### src/rtl/cpu_pkg.sv
// Shared definitions for the PC sequencer: FSM state encoding and address constants.
package cpu_pkg;

  typedef enum logic [1:0] {
    BOOT  = 2'd0,
    FETCH = 2'd1,
    WAIT  = 2'd2
  } seq_state_t;

  localparam logic [31:0] RESET_VECTOR_DEFAULT = 32'h0000_0000;
  localparam logic [31:0] EXC_VECTOR_DEFAULT   = 32'h8000_0180;
  localparam logic [31:0] PC_INCR              = 32'd4;

endpackage

### src/rtl/next_pc_select.sv
// Priority mux choosing the address loaded into the program counter.
module next_pc_select
  import cpu_pkg::*;
#(
  parameter logic [31:0] RESET_VECTOR = RESET_VECTOR_DEFAULT,
  parameter logic [31:0] EXC_VECTOR   = EXC_VECTOR_DEFAULT
) (
  input  logic        boot,
  input  logic        exc_pend,
  input  logic        eret_pend,
  input  logic        pend_valid,
  input  logic [31:0] epc,
  input  logic [31:0] pend_target,
  input  logic [31:0] pc_address,
  output logic [31:0] next_address
);

  // Exception beats eret, eret beats a pending redirect; the add wraps modulo 2^32.
  always_comb begin
    if (boot)
      next_address = RESET_VECTOR;
    else if (exc_pend)
      next_address = EXC_VECTOR;
    else if (eret_pend)
      next_address = epc;
    else if (pend_valid)
      next_address = pend_target;
    else
      next_address = pc_address + PC_INCR;
  end

endmodule

### src/rtl/pc_sequencer.sv
// Decides when and where the program counter loads, and drives the imem fetch
// handshake while honouring the single branch delay slot.
module pc_sequencer
  import cpu_pkg::*;
#(
  parameter logic [31:0] RESET_VECTOR = RESET_VECTOR_DEFAULT,
  parameter logic [31:0] EXC_VECTOR   = EXC_VECTOR_DEFAULT
) (
  input  logic        clk,
  input  logic        reset,
  input  logic [31:0] pc_address,
  input  logic        stall,
  input  logic        imem_ready,
  input  logic        branch_taken,
  input  logic [31:0] branch_target,
  input  logic        jump_valid,
  input  logic [31:0] jump_target,
  input  logic        exception,
  input  logic        eret,
  output logic        pc_write,
  output logic [31:0] next_address,
  output logic        fetch_req,
  output logic [31:0] fetch_addr,
  output logic        instr_valid,
  output logic [31:0] epc
);

  seq_state_t  state;
  seq_state_t  next_state;
  logic        pend_valid;
  logic [31:0] pend_target;
  logic        exc_pend;
  logic        eret_pend;
  logic [31:0] saved_epc;
  logic        fetch_go;
  logic        accept;
  logic        redirect;
  logic        consume;
  logic [31:0] mux_address;

  next_pc_select #(
    .RESET_VECTOR (RESET_VECTOR),
    .EXC_VECTOR   (EXC_VECTOR)
  ) u_next_pc_select (
    .boot         (state == BOOT),
    .exc_pend     (exc_pend),
    .eret_pend    (eret_pend),
    .pend_valid   (pend_valid),
    .epc          (saved_epc),
    .pend_target  (pend_target),
    .pc_address   (pc_address),
    .next_address (mux_address)
  );

  always_ff @(posedge clk) begin
    if (!reset)
      state <= BOOT;
    else
      state <= next_state;
  end

  always_comb begin
    next_state = state;
    case (state)
      BOOT:    next_state = FETCH;
      FETCH:   if (fetch_go && !imem_ready) next_state = WAIT;
      WAIT:    if (imem_ready) next_state = FETCH;
      default: next_state = BOOT;
    endcase
  end

  // A pending exception or eret in FETCH redirects the PC without issuing a fetch.
  always_comb begin
    fetch_go = 1'b0;
    accept   = 1'b0;
    redirect = 1'b0;
    case (state)
      FETCH: begin
        redirect = exc_pend || eret_pend;
        fetch_go = !stall && !redirect;
        accept   = fetch_go && imem_ready;
      end
      WAIT: begin
        fetch_go = 1'b1;
        accept   = imem_ready;
      end
      default: ;
    endcase
    pc_write     = reset && ((state == BOOT) || accept || redirect);
    instr_valid  = reset && accept && !exc_pend;
    fetch_req    = reset && fetch_go;
    fetch_addr   = reset ? pc_address : '0;
    next_address = reset ? mux_address : RESET_VECTOR;
    epc          = reset ? saved_epc : '0;
  end

  assign consume = accept || redirect;

  // New events win over clearing; an exception drops a simultaneous eret or redirect.
  always_ff @(posedge clk) begin
    if (!reset) begin
      pend_valid  <= 1'b0;
      pend_target <= '0;
      exc_pend    <= 1'b0;
      eret_pend   <= 1'b0;
      saved_epc   <= '0;
    end else begin
      if (exception) begin
        exc_pend  <= 1'b1;
        saved_epc <= pc_address;
      end else if (consume && exc_pend) begin
        exc_pend <= 1'b0;
      end

      if (eret && !exception)
        eret_pend <= 1'b1;
      else if (consume && !exc_pend && eret_pend)
        eret_pend <= 1'b0;

      if (!pend_valid && !exception && (branch_taken || jump_valid)) begin
        pend_valid  <= 1'b1;
        pend_target <= branch_taken ? branch_target : jump_target;
      end else if (consume) begin
        pend_valid <= 1'b0;
      end
    end
  end

endmodule

### config.mk
export PLATFORM = sky130hd
export DESIGN_NAME = pc_sequencer
export DESIGN_NICKNAME = d
export VERILOG_FILES = /design/src/rtl/cpu_pkg.sv /design/src/rtl/next_pc_select.sv /design/src/rtl/pc_sequencer.sv
export SDC_FILE = /design/constraint.sdc
export NUM_CORES = 1
export LEC_CHECK = 0
export ABC_CLOCK_PERIOD_IN_PS = 2100
export CAP_MARGIN = 10
export CORE_AREA = 2 2 112 114
export DETAILED_ROUTE_END_ITERATION = 7
export DIE_AREA = 0 0 114 116
export PLACE_DENSITY = 0.73
export SLEW_MARGIN = 20
export SYNTH_ARGS = -nofsm -noshare
export SYNTH_HDL_FRONTEND = slang
export SYNTH_SLANG_ARGS = --single-unit
### constraint.sdc
create_clock -name clk -period 2.1 [get_ports clk]
set_clock_uncertainty 0.1 [all_clocks]
set_input_delay 0.42 -clock clk [delete_from_list [all_inputs] [get_ports clk]]
set_output_delay 0.42 -clock clk [all_outputs]
set_load 0.005 [all_outputs]
## Word level (Yosys, flattened, before mapping)

Index checks and enable logic that the tools add are counted.

- $add $sub $neg: 1
- Eq/ne operators: 4
- Reduce and logical (&&, ||, !) cells: 29
- Mux-type cells: 20

Operator list:

| cell | number |
|---|---|
| $mux 32 | 8 |
| $add 32x3->32 const B | 1 |
| $logic_and 1x1->1 | 13 |
| $mux 1 | 7 |
| $logic_not 1->1 | 6 |
| $pmux 2 s3 | 1 |
| $reduce_bool 2->1 | 3 |
| $logic_or 1x1->1 | 5 |
| $mux 2 | 2 |
| $ne 2x2->1 const B | 2 |
| $pmux 1 s2 | 2 |
| $eq 2x1->1 const B | 1 |
| $eq 2x2->1 const B | 1 |
| $logic_not 2->1 | 1 |
| $reduce_and 2->1 | 1 |

- Flip-flop bits (word level): 69
- Output and inout port bits: 99
- Logic and storage cells: 60
- Input port bits: 104

## Logic depth before layout (Yosys ltp)

- Depth in word-level cells: 10
- Mapped depth: 7
- Gate-level depth less buffers: 7

## Cells and area by module

Synthesis repeated with hierarchy kept, for this count alone.

- Cell total of the unflattened synthesis: 618
- Area, all modules: 5101.1 sq um

By module, submodules not included:

| module | cells each | area each (sq um) | times used | seq. area each (sq um) |
|---|---|---|---|---|
| pc_sequencer | 403 | 3738.6 | 1 | 1381.3 |
| next_pc_select | 215 | 1362.6 | 1 | 0.0 |

## Least setup slack after synthesis

No wires, ideal clock.

- Path kind: input to output
- Start: input pc_address[2]
- End: output next_address[30]
- Required time: 1580 ps
- Arrival time: 1620 ps
- Cell stages on the path: 6
- Slack: -40 ps
- Path buffers: 0
- Cell sequence: ha_1 > nand3_2 > or3_4 > o31a_1 > o21ai_1 > a21oi_1

- Word-level cells in the longest chain between the ends: 6

RTL lines:

| element | line | RTL |
|---|---|---|
| start: declaration | pc_sequencer.sv:11 | `input logic [31:0] pc_address,` |
| $add 32x3->32 | next_pc_select.sv:29 | `next_address = pc_address + PC_INCR;` |
| $mux 32 | next_pc_select.sv:26 | `else if (pend_valid)` |
| $mux 32 | next_pc_select.sv:24 | `else if (eret_pend)` |
| $mux 32 | next_pc_select.sv:22 | `else if (exc_pend)` |
| $mux 32 | next_pc_select.sv:20 | `if (boot)` |
| $mux 32 | pc_sequencer.sv:93 | `next_address = reset ? mux_address : RESET_VECTOR;` |
| end: declaration | pc_sequencer.sv:21 | `output logic [31:0] next_address,` |

No other way between the ends.

## Worst setup path in the final report

- Start: input pc_address[3]
- End: output next_address[27]

The elaborated chain is that of the path after synthesis.

==> results.md <==
- Status: finished with violations
- Failing checks: setup timing
- DRC: 0
- Die height: 116 µm
- Pin count of the biggest net entering global routing: 61
- Die area: 13,200 µm²
- H-Tree Depth: 3
- Placed Cells incl. Taps: 958
- Worst slew pin tran: 424 ps
- FILL cells: 900
- Combinational fraction of design power: 30.1%
- Synthesis Warnings: 0
- Area Overhead vs Synth: 85.6%
- Power share of the clock group: 39.1%
- Worst vdd ir: 309 µV
- Hold Path Stages: 3
- Worst path required time: 1580 ps
- Post-DP HPWL: 12,800 µm
- Switching pwr: 1.35 mW
- Drt pass-1 iters: 5
- WHS Endpoint: saved_epc[17]
- Gr ovfl total: 0
- GPL Wtd Cong: 0.871
- Mapped cell area: 4570 µm²
- Fin. Hold Viols: 0
- TritonCTS clock tree: yes
- Rows: 40
- First-pass GRT wire length: 29,500 µm
- Reg clk slew, reported paths: 60 ps
- Register-to-Register Path Depth: 12
- Data arrival, critical path: 2030 ps
- Syn Inst Count: 557
- Met1 Usage GRT: 32.6%
- Gr busiest metal: met2
- Worst-path fanout max: 3
- Syn Nets: 665
- Port Buffers: 202
- Routed WL: 19,600 µm
- Vias: 5,551
- Skew-Pair Late Insertion Delay: 340 ps
- Non-Filler Instances: 1,020
- Post-Syn Area per Cell: 8.20 µm²
- Hold-fix buffers at CTS: 0
- Clk root buf: clkbuf_16
- Post-synth EDFFs: 0
- Commonest non-fill, non-tap cell in the layout: clkdlybuf4s50_1
- Vias in the first global route: 5,694
- Starting DRT DRC Count: 271
- Crit share post-route: 122%
- GRT met2 Usage: 50.8%
- Ys async rst share: 0%
- Diodes inserted: 0
- Flop pwr share: 30.8%
- Antenna viol nets, final: 0
- Drt wl/cell: 19.2 µm
- Share of layout cells above drive strength 1: 33.4%
- Starting Density: 38.3%
- Fmax: 0.391 GHz
- I/O Pins: 203
- RSZ-0062 raised after global routing: true
- Final setup viols: 35
- CTS max path bufs: 2
- Most used DFF post-synth: dfxtp_1
- Hold_sp: pc_address[17]
- Net count reported at finish: 976
- Pleak: 3.71 nW
- Commonest cells after routing, fill and taps aside: clkdlybuf4s50_1, buf_4, nor2_1
- Startpoint Class: input port
- Pwr Density: 567 nW/µm²
- Max-slew violations: 0
- Global Route Usage Sum: 28.6%
- Max Cap Violations: 0
- Switch share: 28.1%
- Crit Path Category: in2out
- Final min period: 2550 ps
- Initial antenna violation count: 0
- Internal power: 3.45 mW
- Worst setup EP type: output pin
- Core ar.: 11,900 µm²
- Slew headroom: 71.5%
- Unique cell type count in the Yosys netlist: 52
- Minimum hold slack: 293 ps
- Sink Count: 69
- Seq/Total Area, Yosys: 30.2%
- FF-to-FF End: pend_valid
- Synth Register Bits: 69
- GR Util met3: 4.65%
- Post-route worst setup slack: -454 ps
- Worst r2r src: state[1]
- Worst hold path class: in2reg
- Reg-to-reg setup timing slack: 70 ps
- CTS buffer count: 9
- Die Width: 114 µm
- DR vias/cell: 5.44
[power by group through the flow]
stage                     combinational [mW]  sequential [mW]  clock (mW)
after floorplan                        0.534             1.48           0
after global placement                  1.20             1.50           0
after detailed placement                1.23             1.50           0
after CTS                               1.35             1.48        1.88
after global routing                    1.54             1.49        1.94
final                                   1.45             1.48        1.88
[timing repair]
action / 4_1_cts / 5_1_grt
hold endpoints to repair: 0 / 0
setup buffers: 38 / 7
endpoints found under the setup margin: 99 / 50
gates resized for setup: 332 / 59
pin swaps: 59 / 38
cloned: 2 / 0
[worst max-delay path: stages]
cell      delay (ps)
buf_8             80
buf_6             90
nand4_1          230
buf_4            240
buf_6            110
nor4_4           140
buf_4            160
buf_6            100
nand4_1           90
o211ai_1         210
buf_2            170
[how the worst max path moves through the flow]
| stage | start | to | slack (ps) | cells after the start |
|---|---|---|---|---|
| global placement | pc_address[2] | next_address[30] | -1130 | 8 |
| finish | pc_address[3] | next_address[27] | -450 | 11 |
| global route | pc_address[3] | next_address[27] | -510 | 11 |
| CTS | pc_address[2] | next_address[31] | -390 | 9 |
| detailed placement | pc_address[2] | next_address[30] | -1150 | 8 |
| floorplan | pc_address[2] | next_address[30] | 7 | 6 |
[through the flow]
stage / cell area, µm² / setup TNS (ps) / util (%) / total power [mW] / worst slack [ps]
CTS: 8220 / -6940 / 69.0 / 4.71 / -385
finish: 8470 / -8970 / 71.1 / 4.81 / -454
global route: 8470 / -10590 / 71.1 / 4.96 / -511
global placement: 7330 / -37320 / 61.5 / 2.70 / -1130
detailed placement: 7330 / -39340 / 61.5 / 2.73 / -1150
floorplan: 4570 / 0 / - / 2.01 / 7.43
[cell usage after synthesis, types with 2 or more instances]
master / n / area (µm²)
nand3_1: 8 / 40.0
xor2_1: 12 / 105
nor4_1: 4 / 25.0
nor4b_1: 2 / 17.5
nor2_1: 96 / 360
clkbuf_1: 21 / 78.8
a222oi_1: 2 / 20.0
and4_1: 3 / 26.3
dfxtp_1: 69 / 1380
nand2_1: 18 / 67.6
mux2i_1: 71 / 711
o221ai_1: 5 / 43.8
buf_2: 14 / 70.1
nand4_1: 8 / 50.1
a22oi_1: 5 / 37.5
and2_1: 60 / 375
ha_1: 4 / 50.1
o22ai_1: 11 / 68.8
nand4_4: 2 / 42.5
xnor2_1: 13 / 114
inv_1: 9 / 33.8
buf_6: 2 / 22.5
nor3_2: 5 / 50.1
or3_4: 2 / 22.5
nor4_2: 2 / 25.0
o21ai_1: 3 / 15.0
a211oi_1: 41 / 308
nor3_1: 3 / 15.0
a21oi_1: 20 / 100
o21ai_0: 7 / 35.0
nand2b_1: 5 / 31.3
o211ai_1: 3 / 22.5
buf_1: 8 / 30.0
[final cells by class]
cell class / instances / area, µm² / area share (%)
clock inverter: 7 / 138 / 1.62
multi-input combinational: 432 / 3390 / 40.0
inverter: 11 / 46.3 / 0.546
sequential: 69 / 1390 / 16.4
clock buffer: 9 / 225 / 2.66
timing repair buffer: 345 / 3100 / 36.6
tap: 147 / 184 / 2.17
[routing by layer]
layer	wire length (µm)	vias up
met1	7440	2622
met2	10200	278
met5	0	-
met4	696	0
li1	-	2598
met3	1250	53
[kinds of logic after synthesis]
family                     synth area share, %
AOI/OAI and AO/OA                         15.7
xor gates and xnor gates                  4.79
adders and majority gates                 1.10
buffers and inverters                     5.32
DFF                                       30.2
muxes                                     15.6
and+or+nand+nor                           27.3
[state kept, by name (all words and copies together), names as in the netlist]
name and flops:
pend_target 32, saved_epc 32, state 2, eret_pend 1, exc_pend 1, pend_valid 1
No activity file was read; power rests on OpenSTA's default activity.
==> RTL change: new RTL, same settings <==
Make the reset (`reset`) asynchronous in 2 clocked blocks.
--- a/src/rtl/pc_sequencer.sv
+++ b/src/rtl/pc_sequencer.sv
@@ -53,5 +53,5 @@
   );
 
-  always_ff @(posedge clk) begin
+  always_ff @(posedge clk or negedge reset) begin
     if (!reset)
       state <= BOOT;
@@ -98,5 +98,5 @@
 
   // New events win over clearing; an exception drops a simultaneous eret or redirect.
-  always_ff @(posedge clk) begin
+  always_ff @(posedge clk or negedge reset) begin
     if (!reset) begin
       pend_valid  <= 1'b0;
Behaviour: same outputs for any inputs over 10 cycles, from zero or initial values and one cycle with reset low; that may be too few to reach the edited logic, so the function may still have changed.
==> RTL change against the original RTL <==
The flow still finishes with violations (negative setup slack); critical path type unchanged; cell area grew 6.8%; synthesized area rose by 2.9%; count of clock-buffer cells in the layout up 5; non-clock buffer count grew 19; maximum frequency shrank 6.6%; sequential cell count did not move; via count rose by 2.7%; setup slack lost 180 ps; routed wire length rose by 3.4%.
Power is not compared: it rests on default switching activity, and its combinational part moved more than twofold at a synthesized area within 25%.
==> RTL change: results (changes against the original RTL) <==
Avg WL per Cell=19.9 µm (+3.7%); syn nets=639 (-3.9%); cell count after synthesis=531 (-4.7%); register area share after synthesis=36.7% (+6.5 points); cell count after placement=933 (-2.6%); Routability Congestion=0.848 (-2.6%); Largest delay share family, worst path=simple AND/OR/NAND/NOR gates; Largest regs=pend_target x32, saved_epc x32, state x2; vias in the first global route=5659 (-0.61%); mux cell area share after synthesis=15.3% (-0.28 points); post-DP HPWL=12700 µm (-0.84%); post-synthesis xor/xnor area fraction=3.91% (-0.88 points); first-pass GRT wire length=29200 µm (-1.0%); pin count of the biggest net entering global routing=66 (+8.2%); top cells by area, synth=dfrtp_1 37%, and2_1 8.7%, mux2i_1 8.1%; worst-case reg-to-reg path depth=10 (-2); r2r setup slk=120 ps (+50 ps); area share of fa/ha/maj cells after synthesis=1.06% (-0.031 points); Post-CTS Hold Fix Bufs=1 (+1); mean number of vias per cell=5.60 (+3.0%); number of gates resized after CTS=341 (+2.7%); initial DRC count=472 (+74%); Top FF cell, synth=dfrtp_1; Placed Area=0.00757 mm² (+3.3%); initial antenna violation count=0 (unchanged); worst hold path type=in2async; Setup Fix Bufs, Post-CTS=46 (+21%); Setup violations, final=34 (-2.9%); most frequent cells after synthesis=69 x dfrtp_1, 65 x and2_1, 63 x a21oi_1; CP max stage cell=or4_4; Setup WS post-layout=-635 ps (-180 ps); FF-to-FF End=eret_pend$_DFFE_PN0P_; Global Route Usage Sum=28.1% (-0.45 points); status=complete, but fails checks; worst relative slew slack=70.8% (-0.67 points); critical path arrival=2210 ps (+180 ps); CP max stage delay=610 ps (+370 ps); Final ANT Viol Nets=0 (unchanged); worst-skew pair later-pin latency=330 ps; post-synthesis compound-gate area fraction=14.5% (-1.1 points); Slew Viols, Final=0 (unchanged); Nets=974 (-0.20%); share of flip-flops with an asynchronous set or reset=100% (+100 points); Synth cell types=49 (-5.8%); fraction of layout cells with a size suffix above 1=39.5% (+6.1 points); reg2reg start=state[1]$_DFFE_PN0P_; failing checks=negative setup slack; Crit. Startpoint=pc_address[7]; largest fanout on the critical path=5 (+2); Cell Count, Final, Fillers Out=1017 (-0.29%)
## RTL change: changes by cell type in the layout (fill, tap and decap cells not counted), sizes merged, moves of 33 or more
| cell | unedited run | this run |
|---|---|---|
| a211oi | 42 | 2 |
| dfrtp | 0 | 69 |
| dfxtp | 69 | 0 |
| a21oi | 20 | 63 |
| mux2i | 71 | 38 |
| nor2 | 97 | 55 |
## RTL change: metrics by stage
stage	hold WS, ps	setup slack, ps	TNS [ps]
final	38.1	-635	-10940
after global routing	38.9	-670	-12690
after CTS	26.2	-519	-8890
after detailed placement	333	-1300	-38010
after global placement	328	-1310	-36980
after floorplan	24.4	-144	-1110
## RTL change: layer usage
layer  global-route usage, %  wire length, µm
met5                       0                0
met1                    35.7             7750
met4                    11.1              613
met2                    47.9            10300
met3                    4.81             1590
## RTL change: worst reg2reg max path, cell delays in order, from the launching register on
cell and delay (ps):
dfrtp_1 390, inv_2 90, buf_6 100, ha_4 120, nor4b_4 210, o21a_1 180, a2bb2oi_2 70, buf_4 130
buf_4 140, o21ai_0 190, o21ai_0 130
## RTL change: final cells by class
type	count	area, µm²
Inverter	13	53.8
Sequential cell	69	1730
Tap cell	147	184
Multi-Input combinational cell	409	3330
Clock inverter	1	30.0
Clock buffer	14	264
Fill cell	780	2860
Timing Repair Buffer	364	3470
## RTL change: power by group through the flow
stage | registers [mW] | clock network (mW) | logic (mW)
2_1_floorplan | 1.93 | 0 | 1.37
3_3_place_gp | 2.01 | 0 | 2.76
3_5_place_dp | 2.03 | 0 | 2.83
4_1_cts | 2.04 | 1.53 | 3.36
5_1_grt | 2.12 | 1.60 | 4.12
6_report | 2.08 | 1.53 | 3.88
